**src/rtl/switch_pkg.sv**
```systemverilog
// Shared types and constants for the switch ingress path.
package switch_pkg;

  localparam int unsigned NUM_PORTS = 4;
  localparam int unsigned ADDR_W    = 4;
  localparam int unsigned DATA_W    = 8;

  // Buffered packet; the source stamp is applied on the way out, not stored.
  typedef struct packed {
    logic [ADDR_W-1:0] target;
    logic [DATA_W-1:0] data;
  } pkt_t;

  typedef enum logic [1:0] {
    ST_IDLE = 2'd0,
    ST_SEND = 2'd1,
    ST_GAP  = 2'd2
  } shp_state_t;

  // One-hot mask for a switch port index.
  function automatic logic [ADDR_W-1:0] port_onehot(input int unsigned idx);
    port_onehot = ADDR_W'(1) << idx;
  endfunction

endpackage

```
**src/rtl/sync_fifo.sv**
```systemverilog
// Single-clock show-ahead FIFO; head entry is visible on rd_data while non-empty.
module sync_fifo
  import switch_pkg::*;
#(
  parameter int unsigned DEPTH = 8,
  parameter type         elem_t = pkt_t
) (
  input  logic                   clk,
  input  logic                   rst_n,
  input  logic                   push,
  input  elem_t                  wr_data,
  input  logic                   pop,
  output elem_t                  rd_data,
  output logic                   full,
  output logic                   empty,
  output logic [$clog2(DEPTH):0] level
);

  localparam int unsigned PTR_W = $clog2(DEPTH);
  localparam int unsigned LVL_W = PTR_W + 1;

  elem_t            mem [DEPTH];
  logic [PTR_W-1:0] wr_ptr;
  logic [PTR_W-1:0] rd_ptr;
  logic             do_push;
  logic             do_pop;

  // Full/empty guard the pointers so stray requests never corrupt state.
  assign do_push = push && !full;
  assign do_pop  = pop && !empty;
  assign full    = (level == LVL_W'(DEPTH));
  assign empty   = (level == '0);
  assign rd_data = mem[rd_ptr];

  // Storage array; contents are only meaningful below the level mark.
  always_ff @(posedge clk) begin
    if (do_push) begin
      mem[wr_ptr] <= wr_data;
    end
  end

  // Pointers wrap naturally because DEPTH is a power of two.
  always_ff @(posedge clk) begin
    if (!rst_n) begin
      wr_ptr <= '0;
      rd_ptr <= '0;
      level  <= '0;
    end else begin
      if (do_push) wr_ptr <= wr_ptr + PTR_W'(1);
      if (do_pop)  rd_ptr <= rd_ptr + PTR_W'(1);
      case ({do_push, do_pop})
        2'b10:   level <= level + LVL_W'(1);
        2'b01:   level <= level - LVL_W'(1);
        default: level <= level;
      endcase
    end
  end

endmodule

```
**src/rtl/port_ingress_shaper.sv**
```systemverilog
// Per-port ingress shaper: buffers host packets, drops illegal targets and
// paces emission into a switch port that cannot apply backpressure.
module port_ingress_shaper
  import switch_pkg::*;
#(
  parameter int unsigned PORT_ID = 0,
  parameter int unsigned DEPTH   = 8,
  parameter int unsigned GAP     = 1
) (
  input  logic                   clk,
  input  logic                   rst_n,
  input  logic                   host_valid,
  output logic                   host_ready,
  input  logic [ADDR_W-1:0]      host_target,
  input  logic [DATA_W-1:0]      host_data,
  output logic                   out_valid,
  output logic [ADDR_W-1:0]      out_source,
  output logic [ADDR_W-1:0]      out_target,
  output logic [DATA_W-1:0]      out_data,
  output logic [$clog2(DEPTH):0] fifo_level,
  output logic [7:0]             drop_count
);

  localparam int unsigned       CNT_W     = $clog2(GAP + 1) + 1;
  localparam logic [ADDR_W-1:0] SRC_STAMP = port_onehot(PORT_ID);

  shp_state_t        state;
  shp_state_t        state_n;
  logic [CNT_W-1:0]  gap_cnt;
  logic [CNT_W-1:0]  gap_cnt_n;
  logic              fifo_full;
  logic              fifo_empty;
  logic              fifo_push;
  logic              fifo_pop;
  logic              load;
  logic              accept;
  logic              legal;
  pkt_t              wr_pkt;
  pkt_t              head;
  logic              valid_n;
  logic [ADDR_W-1:0] source_n;
  logic [ADDR_W-1:0] target_n;
  logic [DATA_W-1:0] data_n;

  // Ready follows the registered level only; held low throughout reset.
  assign host_ready = rst_n && !fifo_full;
  assign accept     = host_valid && host_ready;
  assign legal      = (host_target != '0) && ((host_target & SRC_STAMP) == '0);
  assign fifo_push  = accept && legal;
  assign wr_pkt     = '{target: host_target, data: host_data};

  sync_fifo #(
    .DEPTH  (DEPTH),
    .elem_t (pkt_t)
  ) u_fifo (
    .clk     (clk),
    .rst_n   (rst_n),
    .push    (fifo_push),
    .wr_data (wr_pkt),
    .pop     (fifo_pop),
    .rd_data (head),
    .full    (fifo_full),
    .empty   (fifo_empty),
    .level   (fifo_level)
  );

  // Filtered packets still complete the handshake; count them, saturating.
  always_ff @(posedge clk) begin
    if (!rst_n) begin
      drop_count <= '0;
    end else if (accept && !legal && (drop_count != 8'hFF)) begin
      drop_count <= drop_count + 8'd1;
    end
  end

  // Output pacing: next state, FIFO pop and next registered output values.
  // The last gap cycle pops directly so pulses land GAP+1 cycles apart.
  always_comb begin
    state_n   = state;
    gap_cnt_n = gap_cnt;
    load      = 1'b0;
    fifo_pop  = 1'b0;
    valid_n   = 1'b0;
    source_n  = '0;
    target_n  = '0;
    data_n    = '0;
    case (state)
      ST_IDLE: begin
        if (!fifo_empty) load = 1'b1;
      end
      ST_SEND: begin
        if (GAP == 0) begin
          if (!fifo_empty) load = 1'b1;
          else             state_n = ST_IDLE;
        end else begin
          gap_cnt_n = CNT_W'(GAP);
          state_n   = ST_GAP;
        end
      end
      ST_GAP: begin
        if (gap_cnt <= CNT_W'(1)) begin
          gap_cnt_n = '0;
          if (!fifo_empty) load = 1'b1;
          else             state_n = ST_IDLE;
        end else begin
          gap_cnt_n = gap_cnt - CNT_W'(1);
        end
      end
      default: state_n = ST_IDLE;
    endcase
    if (load) begin
      fifo_pop = 1'b1;
      valid_n  = 1'b1;
      source_n = SRC_STAMP;
      target_n = head.target;
      data_n   = head.data;
      state_n  = ST_SEND;
    end
  end

  // State, gap counter and registered switch-side outputs.
  always_ff @(posedge clk) begin
    if (!rst_n) begin
      state      <= ST_IDLE;
      gap_cnt    <= '0;
      out_valid  <= 1'b0;
      out_source <= '0;
      out_target <= '0;
      out_data   <= '0;
    end else begin
      state      <= state_n;
      gap_cnt    <= gap_cnt_n;
      out_valid  <= valid_n;
      out_source <= source_n;
      out_target <= target_n;
      out_data   <= data_n;
    end
  end

endmodule

```
**config.mk**
```make
export PLATFORM = sky130hd
export DESIGN_NAME = port_ingress_shaper
export DESIGN_NICKNAME = d
export VERILOG_FILES = /design/src/rtl/switch_pkg.sv /design/src/rtl/sync_fifo.sv /design/src/rtl/port_ingress_shaper.sv
export SDC_FILE = /design/constraint.sdc
export NUM_CORES = 1
export LEC_CHECK = 0
export CAP_MARGIN = 5
export CORE_AREA = 2 2 112 93
export CTS_CLUSTER_SIZE = 16
export DETAILED_ROUTE_END_ITERATION = 10
export DIE_AREA = 0 0 114 95
export HOLD_SLACK_MARGIN = 0.08
export PLACE_DENSITY_LB_ADDON = 0.05
export SLEW_MARGIN = 20
export SYNTH_ARGS = -nofsm -noshare
export SYNTH_HDL_FRONTEND = slang
export SYNTH_HIERARCHICAL = 1
export SYNTH_SLANG_ARGS = --single-unit
```
**constraint.sdc**
```tcl
create_clock -name clk -period 4.1 [get_ports clk]
set_clock_uncertainty 0.2 [all_clocks]
set_input_delay 0.82 -clock clk [delete_from_list [all_inputs] [get_ports clk]]
set_output_delay 0.82 -clock clk [all_outputs]
set_load 0.005 [all_outputs]
```
==> flow_summary_export.csv <==
group,metric,value,unit
floorplanning,die_w,114,um
clock_network,cts_tree,"built",
clock_network,path_clk_slew,0.06,ns
global_routing,antenna_found_initial,0,
placement,hpwl,5.87,mm
global_routing,grt_util_all_layers,20.3,%
sta,holdWs,0.275,ns
critical_path,crit_path_end_kind,"output pin",
cells_and_area,post-route-cell-area,6580,um2
route,wl_per_cell,18.6,um
critical_path,reg2reg_from,"u_fifo/level[0]",
synth,synth_cell_types,49,
pwr,cellLeakagePower,2.32,nW
run,maxCapViolCount,0,
clock_network,cts_made_buffers,17,
sta,period_needed,3.52,ns
global_routing,grt_pass1_wl,15.4,mm
clock_network,cts_hold_buf,0,
cells_and_area,area_growth_syn_to_layout,21.6,%
cells_and_area,fin_util,66.9,%
floorplanning,die-area,10800,um2
pwr,totalPowerFinal,2.99,mW
global_routing,overflow,0,
pwr,irDropWorstVdd,366,uV
sta,worst_slew_pin_slew,0.734,ns
route,ant_nets,0,
critical_path,cp_max_fo,32,
clock_network,cts_buffer_depth,2,
status,outcome,"complete, no violations",
synth,ys_warn_count,6,
sta,slew_headroom,51.0,%
floorplanning,core,9830,um2
route,drtPass1Iterations,4,
critical_path,crit_arrival,2.50,ns
sta,slew_viol_final,0,
sta,fin_crit_sh,85.8,%
critical_path,reg2reg_slack,1.01,ns
synth,seq_area_frac_synth,67.4,%
synth,syn_avg_cell_area,16.9,um2
clock_network,clock_latency,0.41,ns
placement,port_buffers,41,
critical_path,required,3.08,ns
critical_path,startpoint_type,"input port",
synth,synth_edf_count,96,
route,via_count,2907,
worst_hold_path,min_to,"gap_cnt[1]",
placement,gp_congestion,0.741,
placement,dp_slack,0.379,ns
cells_and_area,fin_cells,519,
critical_path,r2r_end,"u_fifo/level[2]",
route,via_per_inst,5.60,
placement,dp.cells,487,
global_routing,grt_max_degree,33,
synth,synth_ff_type,"edfxtp_1",
worst_hold_path,hold_start,"gap_cnt[0]",
sta,tns,0,ns
pwr,power_density,454,nW/um2
floorplanning,start_util,55.0,%
worst_hold_path,hold_class,"register to register",
floorplanning,num_rows,33,
clock_network,cts-root-buf,"clkbuf_16",
sta,final_hold_viol_count,0,
clock_network,htreeDepth,4,
sta,fmax,284,MHz
cells_and_area,nets,408,
synth,synthCells,320,
sta,rsz0062_at_grt,"no",
floorplanning,pin_count,45,
clock_network,ctsResizeCount,0,
cells_and_area,drive_gt1_share,16.4,%
cells_and_area,antenna_cells,0,
route,wl,9.68,mm
route,drc,0,
floorplanning,die_h,95,um
clock_network,post-cts-setup-buffers,0,
route,drt_iter0_drc,150,
worst_hold_path,hold_path_depth,2,
synth,ys_ff_latch,134,
placement,placed_cell_area,6020,um2
sta,worst_slack,0.582,ns
synth,syn_area,5410,um2
clock_network,clkSinkCount,134,
sta,setup_viol,0,
global_routing,grt_pass1_vias,2778,
critical_path,rr_worst_depth,13,
synth,async_flop_share,0,%
critical_path,criticalPathCategory,"input port to output pin",
[cells in the final DEF (no fill, tap or decap), drive strengths merged, types with 7 or more instances in the layout]
cell / n
nand3: 8
mux4: 24
clkbuf: 29
a21oi: 8
nor2: 10
nand2: 13
and3: 14
edfxtp: 96
buf: 17
mux2: 12
ha: 9
clkdlybuf4s50: 41
dfxtp: 38
nand2b: 7
[critical path: stages]
cell	delay, ns
clkdlybuf4s50_1	0.55
buf_4	0.36
inv_2	0.14
nor2_1	0.12
clkdlybuf4s50_1	0.50
[synthesized netlist by cell type (all sizes together), types with 7 or more instances]
master,n,area [um2]
edfxtp,96,2880
dfxtp,38,761
mux4,24,627
and3,14,87.6
nand2,13,48.8
mux2,12,135
buf,10,78.8
nor2,10,37.5
ha,9,113
a21oi,8,40.0
nand3,8,40.0
nand2b,7,43.8
[cell families after synthesis]
kind of cell               synth area share [%]
and+or+nand+nor                            8.28
buffers and inverters                      2.29
muxes                                      15.0
xor gates and xnor gates                  0.972
DFF                                        67.4
AOI/OAI and AO/OA                          3.93
other                                    0.0693
adders and majority gates                  2.08
[where the power goes]
group | internal, mW | switching [mW]
Clock | 0.891 | 0.504
Sequential | 1.47 | 0.00815
Combinational | 0.0593 | 0.0590
Total | 2.42 | 0.572
[flip-flops by register name (all words and copies together) (netlist names), named ones only]
signal	flops
out_data	8
drop_count	8
gap_cnt	2
u_fifo/level	4
u_fifo/mem	96
u_fifo/rd_ptr	3
out_source	1
out_target	4
state	2
u_fifo/wr_ptr	3
[layer usage]
layer  track usage, %  share of wire [%]
met4             7.93                1.1
met3             7.38                3.5
met5                0                  0
met2             29.9                 48
met1             27.7                 47
[final cells by class]
cell class | instances | area [um2]
Sequential cell | 134 | 3640
Clock buffer | 29 | 543
Multi-Input combinational cell | 167 | 1660
Tap cell | 122 | 153
Inverter | 6 | 22.5
Clock inverter | 3 | 15.0
Timing Repair Buffer | 58 | 538
Fill cell | 704 | 3250
[worst max path at each step]
stage / start / endpoint
floorplan: rst_n / u_fifo/mem[0][0]
global placement: host_target[2] / u_fifo/level[2]
detailed placement: host_target[2] / u_fifo/level[2]
CTS: rst_n / host_ready
global route: rst_n / host_ready
finish: rst_n / host_ready
Power figures use the tool's default switching activity.
==> RTL change 1, RTL diff (config.mk and constraints unchanged) <==
Change the package constant `ADDR_W` from 4 to 5.
--- a/src/rtl/switch_pkg.sv
+++ b/src/rtl/switch_pkg.sv
@@ -4,3 +4,3 @@
   localparam int unsigned NUM_PORTS = 4;
-  localparam int unsigned ADDR_W    = 4;
+  localparam int unsigned ADDR_W    = 5;
   localparam int unsigned DATA_W    = 8;
Interface: changed (resized host_target, out_source and out_target); port bits go from 45 to 48. No check against the original RTL was run, so the function may have changed too.
==> RTL change 1 against the unedited design <==
Die area unchanged. Count of clock-buffer cells in the layout decreased by 5. First-iteration DRC count increased by 16%. Worst setup slack got worse by 0.034 ns. Routed wire length increased by 12%. Maximum frequency decreased by 0.95%. Synthesized area increased by 6.0%. Design area increased by 5.7%. Total power increased by 6.9%. Synthesized cell count increased by 5.0%. Via count increased by 8.5%. Sequential cell count increased by 9. Final cell count increased by 3.7%.
==> RTL change 1: results (changes against the unedited design) <==
| Result | Value | Unit | Delta |
|---|---|---|---|
| Run status | complete, no violations | - | unchanged |
| Cell total after placement | 506 | - | was 487 |
| Arr. time, crit path | 2.53 | ns | was 2.50 ns |
| Number of vias in the routed layout | 3153 | - | was 2907 |
| Weighted congestion reported at the end of routability-driven placement | 0.7275 | - | was 0.7409 |
| Setup Slack @ Placement | 0.3707 | ns | was 0.3792 ns |
| Top cells by area, synth | sky130_fd_sc_hd__edfxtp_1 54%, sky130_fd_sc_hd__dfxtp_1 14%, sky130_fd_sc_hd__mux4_1 11% | - | was sky130_fd_sc_hd__edfxtp_1 53%, sky130_fd_sc_hd__dfxtp_1 14%, sky130_fd_sc_hd__mux4_1 11% |
| Fraction of final layout cells sized beyond drive strength 1 | 16.35 | % | was 16.37% |
| Leakage power summed over all cells | 2.444 | nW | was 2.318 nW |
| Wire length of the first global-routing pass | 16.38 | mm | was 15.39 mm |
| Cells after synthesis | 336 | - | was 320 |
| Overall global routing resource usage | 21.25 | % | was 20.27% |
| Number of synthesized flops with an enable pin | 104 | - | was 96 |
| Registers with the most flip-flops | u_fifo/mem (104), drop_count (8), out_data (8) | - | was u_fifo/mem (96), drop_count (8), out_data (8) |
| Worst hold slack | 0.2705 | ns | was 0.2754 ns |
| # fillers | 651 | - | was 704 |
| Detailed placement HPWL | 6.402 | mm | was 5.866 mm |
| Drt initial violations | 174 | - | was 150 |
| Seq/Total Area, Yosys | 68.11 | % | was 67.36% |
| Worst reg-to-reg setup slack | 0.94 | ns | was 1.01 ns |
| Headroom to the max-slew limit | 39.64 | % | was 50.97% |
| Max stage delay on crit path | 0.50 | ns | was 0.55 ns |
| Average detailed-routed wire length per instance | 20.12 | um | was 18.64 um |
| PortBufs | 43 | - | was 41 |
| Maximum number of pins on one net before global-route repair | 34 | - | was 33 |
| Distinct cell type count after synthesis | 44 | - | was 49 |
| Vias in the first global route | 3041 | - | was 2778 |
| Worst Path Max Fanout | 33 | - | was 32 |
| Top post-synthesis cells by count | 104 x sky130_fd_sc_hd__edfxtp_1, 39 x sky130_fd_sc_hd__dfxtp_1, 24 x sky130_fd_sc_hd__mux4_1 | - | was 96 x sky130_fd_sc_hd__edfxtp_1, 38 x sky130_fd_sc_hd__dfxtp_1, 23 x sky130_fd_sc_hd__mux4_1 |
[RTL change 1: final cells by class]
cell class                      instances  area share [%]
Clock buffer                           24           7.076
Clock inverter                          8           1.260
Inverter                                6          0.3241
Multi-Input combinational cell        173           24.72
Sequential cell                       143           56.18
Tap cell                              122           2.197
Timing Repair Buffer                   62           8.246
[RTL change 1: final timing paths]
| kind | endpoint | start | cells after the start |
|---|---|---|---|
| worst min-delay path | gap_cnt[1]$_SDFFE_PN0P_ | gap_cnt[0]$_SDFFE_PN0P_ | 2 |
| worst max-delay path | host_ready | rst_n | 5 |
| worst min register to register | gap_cnt[1]$_SDFFE_PN0P_ | gap_cnt[0]$_SDFFE_PN0P_ | 2 |
| worst max register to register | u_fifo/level[2]$_SDFFE_PN0P_ | u_fifo/level[0]$_SDFFE_PN0P_ | 13 |
[RTL change 1: power breakdown]
group	total, mW	switching [mW]	leakage [nW]	internal, mW
clock	1.48	0.533	0.289	0.952
combinational	0.133	0.0666	0.903	0.0660
sequential	1.58	0.00947	1.25	1.57
[RTL change 1: kinds of logic (layout without fill, tap and decap cells)]
family | after synthesis | count (layout) | synth area share, %
mux | 44 | 44 | 15.21
simple gates | 80 | 80 | 7.880
buf+inv | 23 | 100 | 2.292
flops | 143 | 143 | 68.11
fa+ha+maj | 9 | 9 | 1.965
xor+xnor | 6 | 6 | 0.9170
compound gates | 30 | 30 | 3.558
other cells | 1 | 4 | 0.06543
[RTL change 1: worst register-to-register path: stages, from the launching register on]
cell,delay (ns)
sky130_fd_sc_hd__dfxtp_1,0.37
sky130_fd_sc_hd__or4b_4,0.61
sky130_fd_sc_hd__inv_1,0.09
sky130_fd_sc_hd__nand3b_1,0.15
sky130_fd_sc_hd__nor3_1,0.06
sky130_fd_sc_hd__buf_4,0.16
sky130_fd_sc_hd__nand2_1,0.14
sky130_fd_sc_hd__ha_1,0.28
sky130_fd_sc_hd__xor2_1,0.17
sky130_fd_sc_hd__ha_1,0.16
sky130_fd_sc_hd__a21oi_1,0.05
sky130_fd_sc_hd__xor2_1,0.16
sky130_fd_sc_hd__or3_1,0.31
sky130_fd_sc_hd__a21boi_0,0.16
[RTL change 1: metal layers]
metal	global-route usage, %	part of all wire [%]	routed length, um
met1	28.82	47	5048
met2	34.18	49	5352
met3	5.006	3.0	324
met4	7.622	0.92	100
met5	0	0	0
==> RTL change 2, RTL diff (same flow settings) <==
Without the edit above. Register the input `host_target` before use, with the module's reset. The logic sees it one clock later. The other inputs are not delayed to match.
--- a/src/rtl/port_ingress_shaper.sv
+++ b/src/rtl/port_ingress_shaper.sv
@@ -26,2 +26,12 @@
 
+  logic [ADDR_W-1:0] host_target_q;
+
+  always_ff @(posedge clk) begin
+    if (!rst_n) begin
+      host_target_q <= '0;
+    end else begin
+      host_target_q <= host_target;
+    end
+  end
+
   shp_state_t        state;
@@ -47,5 +57,5 @@
   assign accept     = host_valid && host_ready;
-  assign legal      = (host_target != '0) && ((host_target & SRC_STAMP) == '0);
+  assign legal      = (host_target_q != '0) && ((host_target_q & SRC_STAMP) == '0);
   assign fifo_push  = accept && legal;
-  assign wr_pkt     = '{target: host_target, data: host_data};
+  assign wr_pkt     = '{target: host_target_q, data: host_data};
 
Formal check against the unedited RTL: not equivalent (Yosys sat finds a counterexample within 4 cycles, from zero or initial values and one cycle with rst_n low).
==> RTL change 2 against the unedited design <==
Count of clock-buffer cells in the layout decreased by 12. Synthesized area increased by 1.6%. Clock power increased by 25%. Worst setup slack improved by 0.089 ns. Via count increased by 3.9%. Design area increased by 2.6%. Total power increased by 13%. Sequential share of layout area decreased by 0.26 points. Sequential cell count increased by 4. Final cell count increased by 1.7%. Routed wire length increased by 6.5%. Maximum frequency increased by 2.6%. Largest cell class unchanged. Largest power group is now the clock network.
==> RTL change 2: results (changes against the unedited design) <==
| Result | Value | Unit | Delta |
|---|---|---|---|
| Average detailed-routed wire length per instance | 19.52 | um | was 18.64 um |
| Post-CTS Setup Repair Bufs | 0 | - | unchanged |
| Clock edge transition at the registers on the reported setup and hold paths | 0.05 | ns |  |
| Headroom to the max-slew limit | 27.64 | % | was 50.97% |
| Synthesized-area fraction occupied by ao, oa, aoi and oai cells | 3.710 | % | was 3.932% |
| Number of resized instances in the post-cts repair step | 0 | - | unchanged |
| Top post-synthesis cells by count | 96 x sky130_fd_sc_hd__edfxtp_1, 42 x sky130_fd_sc_hd__dfxtp_1, 23 x sky130_fd_sc_hd__mux4_1 | - | was 96 x sky130_fd_sc_hd__edfxtp_1, 38 x sky130_fd_sc_hd__dfxtp_1, 23 x sky130_fd_sc_hd__mux4_1 |
| Fraction of final layout cells sized beyond drive strength 1 | 15.27 | % | was 16.37% |
| Share of the synthesized netlist area taken by xor and xnor gates | 0.9561 | % | was 0.9715% |
| Arr. time, crit path | 2.41 | ns | was 2.50 ns |
| Seq/Total Area, Yosys | 67.74 | % | was 67.36% |
| Maximum number of pins on one net before global-route repair | 36 | - | was 33 |
| Wire length of the first global-routing pass | 15.91 | mm | was 15.39 mm |
| # fillers | 668 | - | was 704 |
| Registers with the most flip-flops | u_fifo/mem (96), drop_count (8), out_data (8) | - | unchanged |
| Initial DRT Pass Iterations | 5 | - | was 4 |
| Mux share of post-synthesis cell area | 14.77 | % | was 15.01% |
| TritonCTS Buffers | 17 | - | unchanged |
| Drt initial violations | 220 | - | was 150 |
| Cell family contributing the most delay on the critical path | buffers and inverters | - | unchanged |
| Number of synthesized flops with an enable pin | 96 | - | unchanged |
| Leakage power summed over all cells | 2.376 | nW | was 2.318 nW |
| Max stage delay on crit path | 0.50 | ns | was 0.55 ns |
| Weighted congestion reported at the end of routability-driven placement | 0.7795 | - | was 0.7409 |
| Vias in the first global route | 2870 | - | was 2778 |
| Top cells by area, synth | sky130_fd_sc_hd__edfxtp_1 52%, sky130_fd_sc_hd__dfxtp_1 15%, sky130_fd_sc_hd__mux4_1 11% | - | was sky130_fd_sc_hd__edfxtp_1 53%, sky130_fd_sc_hd__dfxtp_1 14%, sky130_fd_sc_hd__mux4_1 11% |
| Cell total after placement | 496 | - | was 487 |
| Average footprint of a synthesized cell | 16.46 | um2 | was 16.90 um2 |
| H-tree level count | 4 | - | unchanged |
| Distinct cell type count after synthesis | 44 | - | was 49 |
| Layout net count | 417 | - | was 408 |
| Number of vias in the routed layout | 3021 | - | was 2907 |
| Worst Path Max Fanout | 35 | - | was 32 |
| Detailed placement HPWL | 5.993 | mm | was 5.866 mm |
| Final WL | 10.30 | mm | was 9.676 mm |
| Synthesized-area fraction occupied by adder cells | 2.049 | % | was 2.082% |
| Largest vdd supply drop | 0.4383 | mV | was 0.3662 mV |
| Overall global routing resource usage | 20.68 | % | was 20.27% |
| Run status | complete, no violations | - | unchanged |
| N_diodes | 0 | - | unchanged |
[RTL change 2: where the power goes]
group | switching (mW) | total (mW) | internal (mW)
sequential | 0.0137 | 1.52 | 1.51
clock | 0.547 | 1.74 | 1.19
combinational | 0.0601 | 0.123 | 0.0627
total | 0.621 | 3.38 | 2.76
[RTL change 2: area by class of cell]
| cell class | count | share of cell area, % |
|---|---|---|
| flip-flops and latches | 138 | 55.17 |
| multi-input cells | 175 | 24.66 |
| repair buffers | 53 | 7.416 |
| clock buffers | 17 | 6.303 |
| clock inverters | 15 | 3.745 |
| well taps | 122 | 2.262 |
| inverters | 8 | 0.4449 |
[RTL change 2: worst reg2reg max path, cell delays in order (launching register included)]
cell and delay (ns):
sky130_fd_sc_hd__dfxtp_1 0.39, sky130_fd_sc_hd__nor4_1 0.58, sky130_fd_sc_hd__nor2_1 0.11, sky130_fd_sc_hd__buf_4 0.23
sky130_fd_sc_hd__nand2b_1 0.11, sky130_fd_sc_hd__inv_1 0.11, sky130_fd_sc_hd__ha_1 0.26, sky130_fd_sc_hd__xor2_1 0.16
sky130_fd_sc_hd__ha_1 0.18, sky130_fd_sc_hd__a21oi_1 0.14, sky130_fd_sc_hd__xor2_1 0.09, sky130_fd_sc_hd__or3_1 0.30
sky130_fd_sc_hd__a21boi_0 0.18
[RTL change 2: logic make-up after synthesis]
logic type                 count (synthesis)
adders and majority gates                  9
AOI/OAI and AO/OA                         31
muxes                                     41
and+or+nand+nor                           85
buffers and inverters                     23
xor gates and xnor gates                   6
other                                      1
DFF                                      138
[RTL change 2: metal layers]
metal,track usage (%),routed length (um)
met5,0,0
met4,7.114,118
met3,7.125,649
met2,31.94,4879
met1,27.74,4657
[RTL change 2: final timing paths]
kind                                     start                      endpoint  slack (ns)  cells past startpoint
setup reg to reg  u_fifo/level[0]$_SDFFE_PN0P_  u_fifo/level[2]$_SDFFE_PN0P_        0.98                     12
hold / removal         gap_cnt[0]$_SDFFE_PN0P_       gap_cnt[1]$_SDFFE_PN0P_        0.27                      2
hold reg to reg        gap_cnt[0]$_SDFFE_PN0P_       gap_cnt[1]$_SDFFE_PN0P_        0.27                      2
setup / recovery                         rst_n                    host_ready        0.67                      5
[RTL change 2: per-stage QoR]
step | cell area [um2] | total power [mW] | setup WS [ns]
after global routing | 6749 | 3.480 | 0.5479
after floorplan | 5504 | 1.614 | 1.021
after detailed placement | 6071 | 1.673 | 0.6132
after CTS | 6749 | 3.405 | 0.6673
final | 6749 | 3.382 | 0.6712
after global placement | 6071 | 1.669 | 0.6941
